$ cat src/rtl/vga_pkg.sv
// vga_pkg: default 640x480@60 raster timing shared by the sync generator and display datapath
package vga_pkg;
  localparam int DEF_H_ACTIVE = 640;
  localparam int DEF_H_FP = 16;
  localparam int DEF_H_SYNC = 96;
  localparam int DEF_H_BP = 48;
  localparam int DEF_V_ACTIVE = 480;
  localparam int DEF_V_FP = 10;
  localparam int DEF_V_SYNC = 2;
  localparam int DEF_V_BP = 33;
  localparam int H_TOTAL = DEF_H_ACTIVE + DEF_H_FP + DEF_H_SYNC + DEF_H_BP;
  localparam int V_TOTAL = DEF_V_ACTIVE + DEF_V_FP + DEF_V_SYNC + DEF_V_BP;
  localparam int HS_START = DEF_H_ACTIVE + DEF_H_FP;
  localparam int HS_END = HS_START + DEF_H_SYNC;
  localparam int VS_START = DEF_V_ACTIVE + DEF_V_FP;
  localparam int VS_END = VS_START + DEF_V_SYNC;
  localparam int CNT_W = 10;
  localparam int MAX_TOTAL = 1 << CNT_W;
  // one spare bit so window bounds equal to 1024 still compare correctly
  typedef logic [CNT_W:0] ext_t;
  function automatic logic in_window(input ext_t val, input ext_t lo, input ext_t hi);
    return val >= lo && val < hi;
  endfunction
endpackage

$ cat src/rtl/vga_wrap_counter.sv
// vga_wrap_counter: enabled modulo counter exposing its next value and a wrap strobe
module vga_wrap_counter #(
  parameter int W = 10,
  parameter int MAX = 799
) (
  input  logic         clock,
  input  logic         reset,
  input  logic         en,
  output logic [W-1:0] next,
  output logic         wrap
);
  logic [W-1:0] count;
  assign wrap = en && count == W'(MAX);
  assign next = !en ? count : wrap ? '0 : count + 1'b1;
  // resets to MAX so the first enable lands on 0 with a wrap strobe
  always_ff @(posedge clock or posedge reset) begin
    if (reset) count <= W'(MAX);
    else count <= next;
  end
endmodule

$ cat src/rtl/vga_sync_gen.sv
// vga_sync_gen: raster timing generator producing syncs, active-video, coordinates and strobes
module vga_sync_gen
  import vga_pkg::*;
#(
  parameter int   H_ACTIVE = DEF_H_ACTIVE,
  parameter int   H_FP     = DEF_H_FP,
  parameter int   H_SYNC   = DEF_H_SYNC,
  parameter int   H_BP     = DEF_H_BP,
  parameter int   V_ACTIVE = DEF_V_ACTIVE,
  parameter int   V_FP     = DEF_V_FP,
  parameter int   V_SYNC   = DEF_V_SYNC,
  parameter int   V_BP     = DEF_V_BP,
  parameter logic SYNC_POL = 1'b0
) (
  input  logic       clock,
  input  logic       reset,
  input  logic       pixel_tick,
  output logic       hsync,
  output logic       vsync,
  output logic       display_on,
  output logic [9:0] pixel_x,
  output logic [9:0] pixel_y,
  output logic       line_start,
  output logic       frame_start
);
  localparam int HT = H_ACTIVE + H_FP + H_SYNC + H_BP;
  localparam int VT = V_ACTIVE + V_FP + V_SYNC + V_BP;
  localparam ext_t HA = ext_t'(H_ACTIVE);
  localparam ext_t VA = ext_t'(V_ACTIVE);
  localparam ext_t HSS = ext_t'(H_ACTIVE + H_FP);
  localparam ext_t HSE = ext_t'(H_ACTIVE + H_FP + H_SYNC);
  localparam ext_t VSS = ext_t'(V_ACTIVE + V_FP);
  localparam ext_t VSE = ext_t'(V_ACTIVE + V_FP + V_SYNC);
  if (HT > MAX_TOTAL || VT > MAX_TOTAL) begin : g_bad_timing
    $error("vga_sync_gen: line/frame totals must not exceed %0d", MAX_TOTAL);
  end
  logic [CNT_W-1:0] h_next, v_next;
  logic h_wrap, v_wrap;
  ext_t hx, vx;
  vga_wrap_counter #(.W(CNT_W), .MAX(HT - 1)) u_h (
    .clock(clock), .reset(reset), .en(pixel_tick), .next(h_next), .wrap(h_wrap)
  );
  vga_wrap_counter #(.W(CNT_W), .MAX(VT - 1)) u_v (
    .clock(clock), .reset(reset), .en(h_wrap), .next(v_next), .wrap(v_wrap)
  );
  assign hx = {1'b0, h_next};
  assign vx = {1'b0, v_next};
  // decoding the next-state counts keeps every registered output aligned with pixel_x/pixel_y
  always_ff @(posedge clock or posedge reset) begin
    if (reset) begin
      hsync <= ~SYNC_POL;
      vsync <= ~SYNC_POL;
      display_on <= 1'b0;
      pixel_x <= '0;
      pixel_y <= '0;
      line_start <= 1'b0;
      frame_start <= 1'b0;
    end else begin
      line_start <= h_wrap;
      frame_start <= v_wrap;
      if (pixel_tick) begin
        pixel_x <= h_next;
        pixel_y <= v_next;
        display_on <= hx < HA && vx < VA;
        hsync <= in_window(hx, HSS, HSE) ? SYNC_POL : ~SYNC_POL;
        vsync <= in_window(vx, VSS, VSE) ? SYNC_POL : ~SYNC_POL;
      end
    end
  end
endmodule

$ cat config.mk
export PLATFORM = sky130hd
export DESIGN_NAME = vga_sync_gen
export DESIGN_NICKNAME = d
export VERILOG_FILES = /design/src/rtl/vga_pkg.sv /design/src/rtl/vga_wrap_counter.sv /design/src/rtl/vga_sync_gen.sv
export SDC_FILE = /design/constraint.sdc
export NUM_CORES = 1
export LEC_CHECK = 0
export CAP_MARGIN = 10
export CORE_ASPECT_RATIO = 0.8
export CORE_MARGIN = 2
export CORE_UTILIZATION = 44
export DETAILED_ROUTE_END_ITERATION = 16
export PLACE_DENSITY = 0.66
export SYNTH_ARGS = -nofsm -noshare
export SYNTH_HDL_FRONTEND = slang
export SYNTH_SLANG_ARGS = --single-unit
$ cat constraint.sdc
create_clock -name clock -period 3.5 [get_ports clock]
set_clock_uncertainty 0.15 [all_clocks]
set_input_delay 0.35 -clock clock [delete_from_list [all_inputs] [get_ports clock]]
set_output_delay 0.35 -clock clock [all_outputs]
set_load 0.03 [all_outputs]
==> impl_metrics.toml, run 1 <==
[global_route]
grt_pass1_vias = 1520
grt_max_degree = 38
grtUsageTotal = 0.1783
grt-ovfl-total = 0
grt_pass1_wl_um = 7300
antenna_found_initial = 0

[route]
ant_nets = 0
firstDrtPassIters = 4
post_drt_wl_per_cell_um = 14.03
drtIter0Drc = 100
via_count = 1598
routed_wl_um = 4168
drt-vias-per-instance = 5.380
route.detailed.drc = 0

[setup_path]
required_ns = 3.57
crit_type = "flop to flop"
crit_path_max_fanout = 7
r2r_cells = 7
startpoint_type = "flop"
endpoint_kind = "flop"
cp_data_arrival_time_ns = 2.99
rrSetupSlack_ns = 0.59

[sta]
rsz0062_at_grt = "false"
setup_viol = 0
maxSlewViolCount = 0
slew_headroom = 0.4919
tightest_slew_ns = 0.7575
hold_viol_final = 0
period_needed_ns = 2.914
setup-tns-final_ns = 0
finalWorstSetupSlack_ns = 0.5858
fmax_mhz = 343.1
timing.final.crit_share = 0.8326

[cts]
postCtsHoldBufs = 0
root_buffer = "clkbuf_8"
postCtsSetupBuffers = 0
clk_path_buf_depth = 2
cts_tree = "done"
cts_num_sinks = 45
cts_resized = 0
clk_latency_ns = 0.29
htree_levels = 2
numCtsBuffers = 5
path_clk_slew_ns = 0.08

[power]
internal-power_uw = 876.2
power_frac_clock = 0.254
pwr_density_cell_nw_per_um2 = 503.1
power_leakage_nw = 1.043
switchingPower_uw = 403.6
switching_share = 0.3153
vdd_drop_max_mv = 0.2678
comb_power_share = 0.227
p_seq_frac = 0.519

[synth]
syn_area_um2 = 2125
yosysTopAreaCell = "dfrtp_1"
synth_seq_cells = 45
synth_area_leaders = "dfrtp_1 39%, dfstp_2 15%, mux2_2 4.8%"
yosysSeqAreaShare = 0.5371
yosysUniqueCellTypes = 44
postSynthCellCount = 209
yosysWarnings = 0
synth_nets = 215
netlist.area_leader.share = 0.3887
syn_area_per_cell_um2 = 10.17

[status]
outcome = "finished clean"

[final_layout]
final_core_util = 0.5501
nNetsFinal = 242
final_common_cell = "dfrtp_1"
n_antenna_cell = 0
syn_to_final_growth_pct = 19.73
drive_gt1_frac = 0.1561
layout_common_cells = "33 x dfrtp_1, 27 x clkdlybuf4s50_1, 20 x nor2_1"

[placed_design]
place_ws_ns = 0.5429
dp_hpwl_um = 2952
gp_congestion = 0.8288
port_buffers = 27

[run]
maxCapViolCount = 0

[floorplanning]
ioPinCount = 28
rows = 22
dieArea_um2 = 5404
die_w_um = 81.69
start_util = 0.4594
core_area_um2 = 4624
die_y_um = 66.15

[worst_hold_path]
hold_class = "primary input to async pin"
-- kinds of logic after synthesis --
family                     synth area share
AOI/OAI and AO/OA                    0.1131
muxes                               0.05242
buffers and inverters               0.04122
adders and majority gates           0.01767
DFF                                  0.5371
xor gates and xnor gates            0.04123
and+or+nand+nor                      0.1973
-- layer usage --
layer  global-route usage  share of wire  up-vias
met5                    0              0        -
met4              0.04375         0.0072        0
met3              0.03689          0.053        5
met2               0.2418           0.41       47
met1               0.2856           0.53      753
li1                     -              -      793
-- area by class of cell --
class / instances / area (um2)
clock inverters: 1 / 7.507
multi-input cells: 141 / 895.9
well taps: 60 / 75.07
repair buffers: 29 / 285.3
flip-flops and latches: 45 / 1141
clock buffers: 7 / 86.33
fillers: 428 / 2081
inverters: 14 / 52.55
-- flip-flops by register name (all words and copies together), names as in the netlist --
register     cells
display_on       1
frame_start      1
hsync            1
line_start       1
pixel_x         10
pixel_y         10
u_h.count       10
u_v.count       10
vsync            1
-- synthesized netlist by cell type (all sizes together) --
cell type,n
a21boi,2
a21oi,15
a31oi,1
a41oi,1
and2,3
and3,3
buf,2
clkbuf,7
dfrtp,33
dfstp,12
ha,3
inv,14
mux2,9
mux2i,1
nand2,13
nand2b,3
nand3,11
nand4,5
nand4b,1
nor2,20
nor2b,2
nor3,2
nor3b,2
nor4,6
nor4b,1
o21a,1
o21ai,12
o21ba,1
o221a,1
o221ai,1
o22a,1
o311ai,1
o31ai,1
o41ai,1
or3,3
or3b,1
or4,3
xnor2,9
xor2,1
-- worst max-delay path, cell delays in order (launching register included) --
cell	delay, ns
dfstp_2	0.55
ha_1	0.31
nand4b_1	0.25
or4_4	0.57
or4_4	0.53
a21oi_2	0.24
nor4_1	0.08
a31oi_1	0.17
-- stage by stage --
stage	cell area, um2	power (mW)	hold WS (ns)	cells
final	2544	1.280	0.2463	297
after global routing	2544	1.359	0.3095	297
after CTS	2544	1.295	0.2612	297
after detailed placement	2450	0.9651	0.3226	289
after global placement	2450	0.9606	0.3121	289
after floorplan	2125	0.8578	0.3081	209
-- worst paths after layout --
check                             startpoint      endpoint
max in group asynchronous              reset  u_h.count[3]
worst max register to register  u_h.count[0]         vsync
worst min-delay path                   reset  u_v.count[7]
worst min register to register    pixel_x[9]    pixel_x[9]
min in group clock                pixel_x[9]    pixel_x[9]
worst max-delay path            u_h.count[0]         vsync
-- power groups by stage --
stage | sequential, mW | combinational [mW] | clock (mW)
detailed placement | 0.674 | 0.291 | 0
global route | 0.673 | 0.322 | 0.365
global placement | 0.672 | 0.289 | 0
CTS | 0.664 | 0.293 | 0.338
finish | 0.664 | 0.291 | 0.325
floorplan | 0.704 | 0.154 | 0
Note: power is estimated with default switching activity, not from simulation.
==> run 2, diff against run 1 <==
Settings changed: PLACE_DENSITY 0.66 to 0.69.
Clock period 3.5 ns to 2.6 ns, I/O delays scaled along.
==> run 2 against run 1 <==
Against the previous run: the run now ends with setup timing left; via count grew 4.1%; sequential power increased by 30%; clock power up 26%; final area grew 10%; non-clock buffer count increased by 28; maximum frequency grew 12%; die area unchanged; core utilization grew 5.7 points.
==> impl_metrics.toml, run 2 (same netlist as run 1, synthesis figures left out) <==
[status]
outcome = "finished, violations left"
violations = "setup timing"

[floorplanning]
start_util = 0.4594
die_y_um = 66.15
die_w_um = 81.69
core_area_um2 = 4624
dieArea_um2 = 5404
ioPinCount = 28
rows = 22

[power]
pwr_density_cell_nw_per_um2 = 636.1
p_total_mw = 1.786
power_leakage_nw = 1.187
vdd_drop_max_mv = 0.5465

[route]
route.detailed.drc = 0
via_count = 1663
firstDrtPassIters = 4
drtIter0Drc = 116
drt-vias-per-instance = 5.117
ant_nets = 0
routed_wl_um = 4715
post_drt_wl_per_cell_um = 14.51

[global_route]
grt_max_degree = 26
grtUsageTotal = 0.1965
grt_pass1_vias = 1638
antenna_found_initial = 0
grt-ovfl-total = 0
grt_pass1_wl_um = 7845

[setup_path]
startpoint_type = "flop"
crit_path_max_fanout = 4
required_ns = 2.67
r2r_cells = 7
endpoint_kind = "flop"
crit_type = "flop to flop"
cp_data_arrival_time_ns = 2.67

[final_layout]
post-route-cell-area_um2 = 2808
n_antenna_cell = 0
layout_common_cells = "33 x dfrtp_1, 29 x buf_4, 27 x clkdlybuf4s50_1"
nNetsFinal = 270
drive_gt1_frac = 0.2679
fillers = 401
final_common_cell = "dfrtp_1"
syn_to_final_growth_pct = 32.16

[placed_design]
dp_hpwl_um = 3294
port_buffers = 27
gp_congestion = 0.9512
place_ws_ns = -0.1038
place_area_um2 = 2643

[sta]
rsz0062_at_grt = "true"
slew_headroom = 0.4965
timing.final.crit_share = 1.001
tightest_slew_ns = 0.7506
fmax_mhz = 384.3
period_needed_ns = 2.602
setup_viol = 1
finalWorstSetupSlack_ns = -0.001941
hold_viol_final = 0
hold_slack_ns = 0.1621
maxSlewViolCount = 0

[cts]
htree_levels = 2
numCtsBuffers = 5
cts_num_sinks = 45
clk_latency_ns = 0.29
path_clk_slew_ns = 0.08
clk_path_buf_depth = 2
root_buffer = "clkbuf_8"
cts_tree = "done"

[run]
maxCapViolCount = 0

[worst_hold_path]
hold_class = "primary input to async pin"
-- run 2: changes by cell type in the layout (fill, tap and decap cells not counted), sizes merged --
cell / before / now
clkinvlp: 1 / 0
buf: 2 / 30
clkbuf: 7 / 8
-- run 2: stage by stage --
| stage | cells | setup TNS [ns] | utilization |
|---|---|---|---|
| 2_1_floorplan | 209 | -0.05503 | - |
| 3_3_place_gp | 312 | 0 | 0.5714 |
| 3_5_place_dp | 312 | -0.1174 | 0.5714 |
| 4_1_cts | 323 | -0.01214 | 0.5998 |
| 5_1_grt | 325 | -0.08363 | 0.6071 |
| 6_report | 325 | -0.001941 | 0.6071 |
-- run 2: area by class of cell --
| class | instances | area, um2 | area share |
|---|---|---|---|
| clock buffers | 8 | 80.08 | 0.02852 |
| inverters | 14 | 52.55 | 0.01872 |
| multi-input cells | 141 | 950.9 | 0.3387 |
| flip-flops and latches | 45 | 1141 | 0.4064 |
| well taps | 60 | 75.07 | 0.02674 |
| repair buffers | 57 | 508.0 | 0.1809 |
-- run 2: layer usage --
metal / share of wire / up-vias / track usage
li1: - / 840 / -
met4: 0.0098 / 0 / 0.07500
met2: 0.42 / 43 / 0.2736
met5: 0 / - / 0
met1: 0.51 / 776 / 0.2968
met3: 0.052 / 4 / 0.04372
-- run 2: timing repair --
item | in CTS | in global routing
resized for setup | 7 | 4
setup endpoints to repair | 4 | 5
gates cloned | 0 | 0
setup buffers | 3 | 2
pin swaps | 6 | 3
hold buffers | 0 | 0
-- run 2: power breakdown --
part           switching, mW  leakage (nW)  total (mW)  internal (mW)
Sequential            0.0551         0.549       0.861          0.805
Clock                  0.219        0.0395       0.410          0.191
Combinational          0.291         0.598       0.516          0.225
Total                  0.565          1.19        1.79           1.22
-- run 2: critical path: stages, from the launching register on --
cell and delay [ns]:
dfstp_2 0.56, ha_4 0.14, nand4b_1 0.12, or4_4 0.56, or4_4 0.56, a21oi_4 0.20
nor4_2 0.06, a31oi_1 0.17
-- run 2: worst paths after layout --
path / start / endpoint / slack (ns)
max in group asynchronous: reset / u_v.count[9] / 1.55
max: u_h.count[0] / vsync / -0.002
min: reset / pixel_x[0] / 0.16
min reg2reg: pixel_x[9] / pixel_x[9] / 0.34
min in group clock: pixel_x[9] / pixel_x[9] / 0.34
max reg2reg: u_h.count[0] / vsync / -0.002
==> run 3, diff against run 2 <==
Settings changed: GPL_TIMING_DRIVEN set to 0.
==> run 3 against run 2 <==
Against the previous run: the run still ends with setup timing left; die area did not move; final area shrank 1.4%; count of clock-buffer cells in the layout down 1; worst setup slack lost 0.14 ns; maximum frequency down 5.2%; total power grew 0.47%; combinational power shrank 11%; first-iteration DRC count increased to 2.6 times the previous value; routed wire length up 1.8%; global-route usage rose by 0.65 points; core utilization shrank 0.84 points; sequential power increased by 5.5%; critical path type unchanged; largest cell class unchanged; highest routed layer unchanged.
==> impl_metrics.toml, run 3 (same netlist as run 1, synthesis figures left out) <==
[cts]
clk_latency_ns = 0.30
path_clk_slew_ns = 0.08
root_buffer = "clkbuf_8"
clk_path_buf_depth = 2
cts_tree = "done"
cts_num_sinks = 45
htree_levels = 2
postCtsHoldBufs = 0
numCtsBuffers = 5

[sta]
rsz0062_at_grt = "true"
timing.final.crit_share = 1.056
hold_viol_final = 0
period_needed_ns = 2.745
fmax_mhz = 364.3
setup_viol = 5
tightest_slew_ns = 0.6326
slew_headroom = 0.5783
finalWorstSetupSlack_ns = -0.1450
hold_slack_ns = 0.06584
maxSlewViolCount = 0

[final_layout]
nNetsFinal = 261
final_core_util = 0.5988
n_antenna_cell = 0
final_common_cell = "dfrtp_1"
multi_input_area_um2 = 987.2
post-route-cell-area_um2 = 2769
syn_to_final_growth_pct = 30.33
final_cells = 316
drive_gt1_frac = 0.2344
seq_area_um2 = 1141
layout_common_cells = "33 x dfrtp_1, 27 x clkdlybuf4s50_1, 19 x nor2_1"
fillers = 406

[power]
switching_share = 0.3299
comb_power_share = 0.257
power_leakage_nw = 1.147
p_seq_frac = 0.506
pwr_density_cell_nw_per_um2 = 648.0
internal-power_mw = 1.202
vdd_drop_max_mv = 0.4942
switchingPower_uw = 592.0
power_frac_clock = 0.237

[global_route]
grt_pass1_wl_um = 8190
antenna_found_initial = 0
grt_max_degree = 34
grtUsageTotal = 0.2029
grt_pass1_vias = 1657
grt-ovfl-total = 0

[route]
post_drt_wl_per_cell_um = 15.18
firstDrtPassIters = 4
drt-vias-per-instance = 5.348
via_count = 1690
ant_nets = 0
drtIter0Drc = 300
routed_wl_um = 4798
route.detailed.drc = 0

[placed_design]
port_buffers = 27
dp_hpwl_um = 3187
gp_congestion = 0.8960
place_area_um2 = 2507
placed_cells = 297

[floorplanning]
die_w_um = 81.69
start_util = 0.4594
ioPinCount = 28
die_y_um = 66.15
core_area_um2 = 4624
rows = 22
dieArea_um2 = 5404

[setup_path]
crit_buf_inv = 2
crit_path_max_fanout = 5
startpoint_type = "flop"
cp_top_family = "simple AND/OR/NAND/NOR gates"
startpoint = "u_h.count[0]"
slowest_stage = "dfstp_2"
required_ns = 2.62
crit_type = "flop to flop"
cp_data_arrival_time_ns = 2.77
critPathMostFrequentCell = "or4_4"
endpoint_kind = "flop"
worstReg2RegStart = "u_h.count[0]"
cpPeakStageDelay_ns = 0.56
path_cells = "ha_4 > buf_8 > nand4b_1 > or4_4 > or4_4 > a21oi_4 > buf_4 > o41ai_2"

[worst_hold_path]
hold_class = "primary input to async pin"

[run]
maxCapViolCount = 0

[status]
outcome = "finished, violations left"
violations = "setup timing"
[run 3: power by group through the flow]
stage	logic, mW	registers, mW	clock network, mW
global route	0.508	0.919	0.474
detailed placement	0.445	0.871	0
global placement	0.436	0.871	0
floorplan	0.214	0.948	0
finish	0.461	0.908	0.426
CTS	0.445	0.883	0.435
[run 3: cell type report]
cell class              instances  share of cell area
clock inverters                 1            0.002711
well taps                      60             0.02711
multi-input cells             141              0.3565
inverters                      14             0.01898
repair buffers                 42              0.1428
clock buffers                   7             0.02756
plain buffers                   6             0.01220
flip-flops and latches         45              0.4121
[run 3: worst paths after layout]
path	end	slack, ns	cells after the start
setup / recovery	display_on	-0.14	8
hold / removal	pixel_y[0]	0.07	2
setup reg to reg	display_on	-0.14	8
hold reg to reg	pixel_x[9]	0.34	1
max in group asynchronous	u_h.count[8]	1.71	3
min in group clock	pixel_x[9]	0.34	1
[run 3: repair_timing]
item,CTS,global route
setup endpoints to repair,7,9
setup buffers,8,6
pin swaps,6,5
resized for setup,8,9
[run 3: layer usage]
layer,routed length [um],GRT usage
met5,0,0
met4,56,0.06875
met3,245,0.03825
met2,2097,0.2818
met1,2398,0.3150
[run 3: stage by stage]
stage	setup TNS (ns)	setup slack, ns	power (mW)
3_3_place_gp	-1.336	-0.4041	1.307
4_1_cts	-0.2781	-0.1188	1.764
2_1_floorplan	-0.05503	-0.05503	1.162
5_1_grt	-0.7501	-0.2396	1.902
3_5_place_dp	-1.443	-0.4145	1.316
6_report	-0.4261	-0.1450	1.794
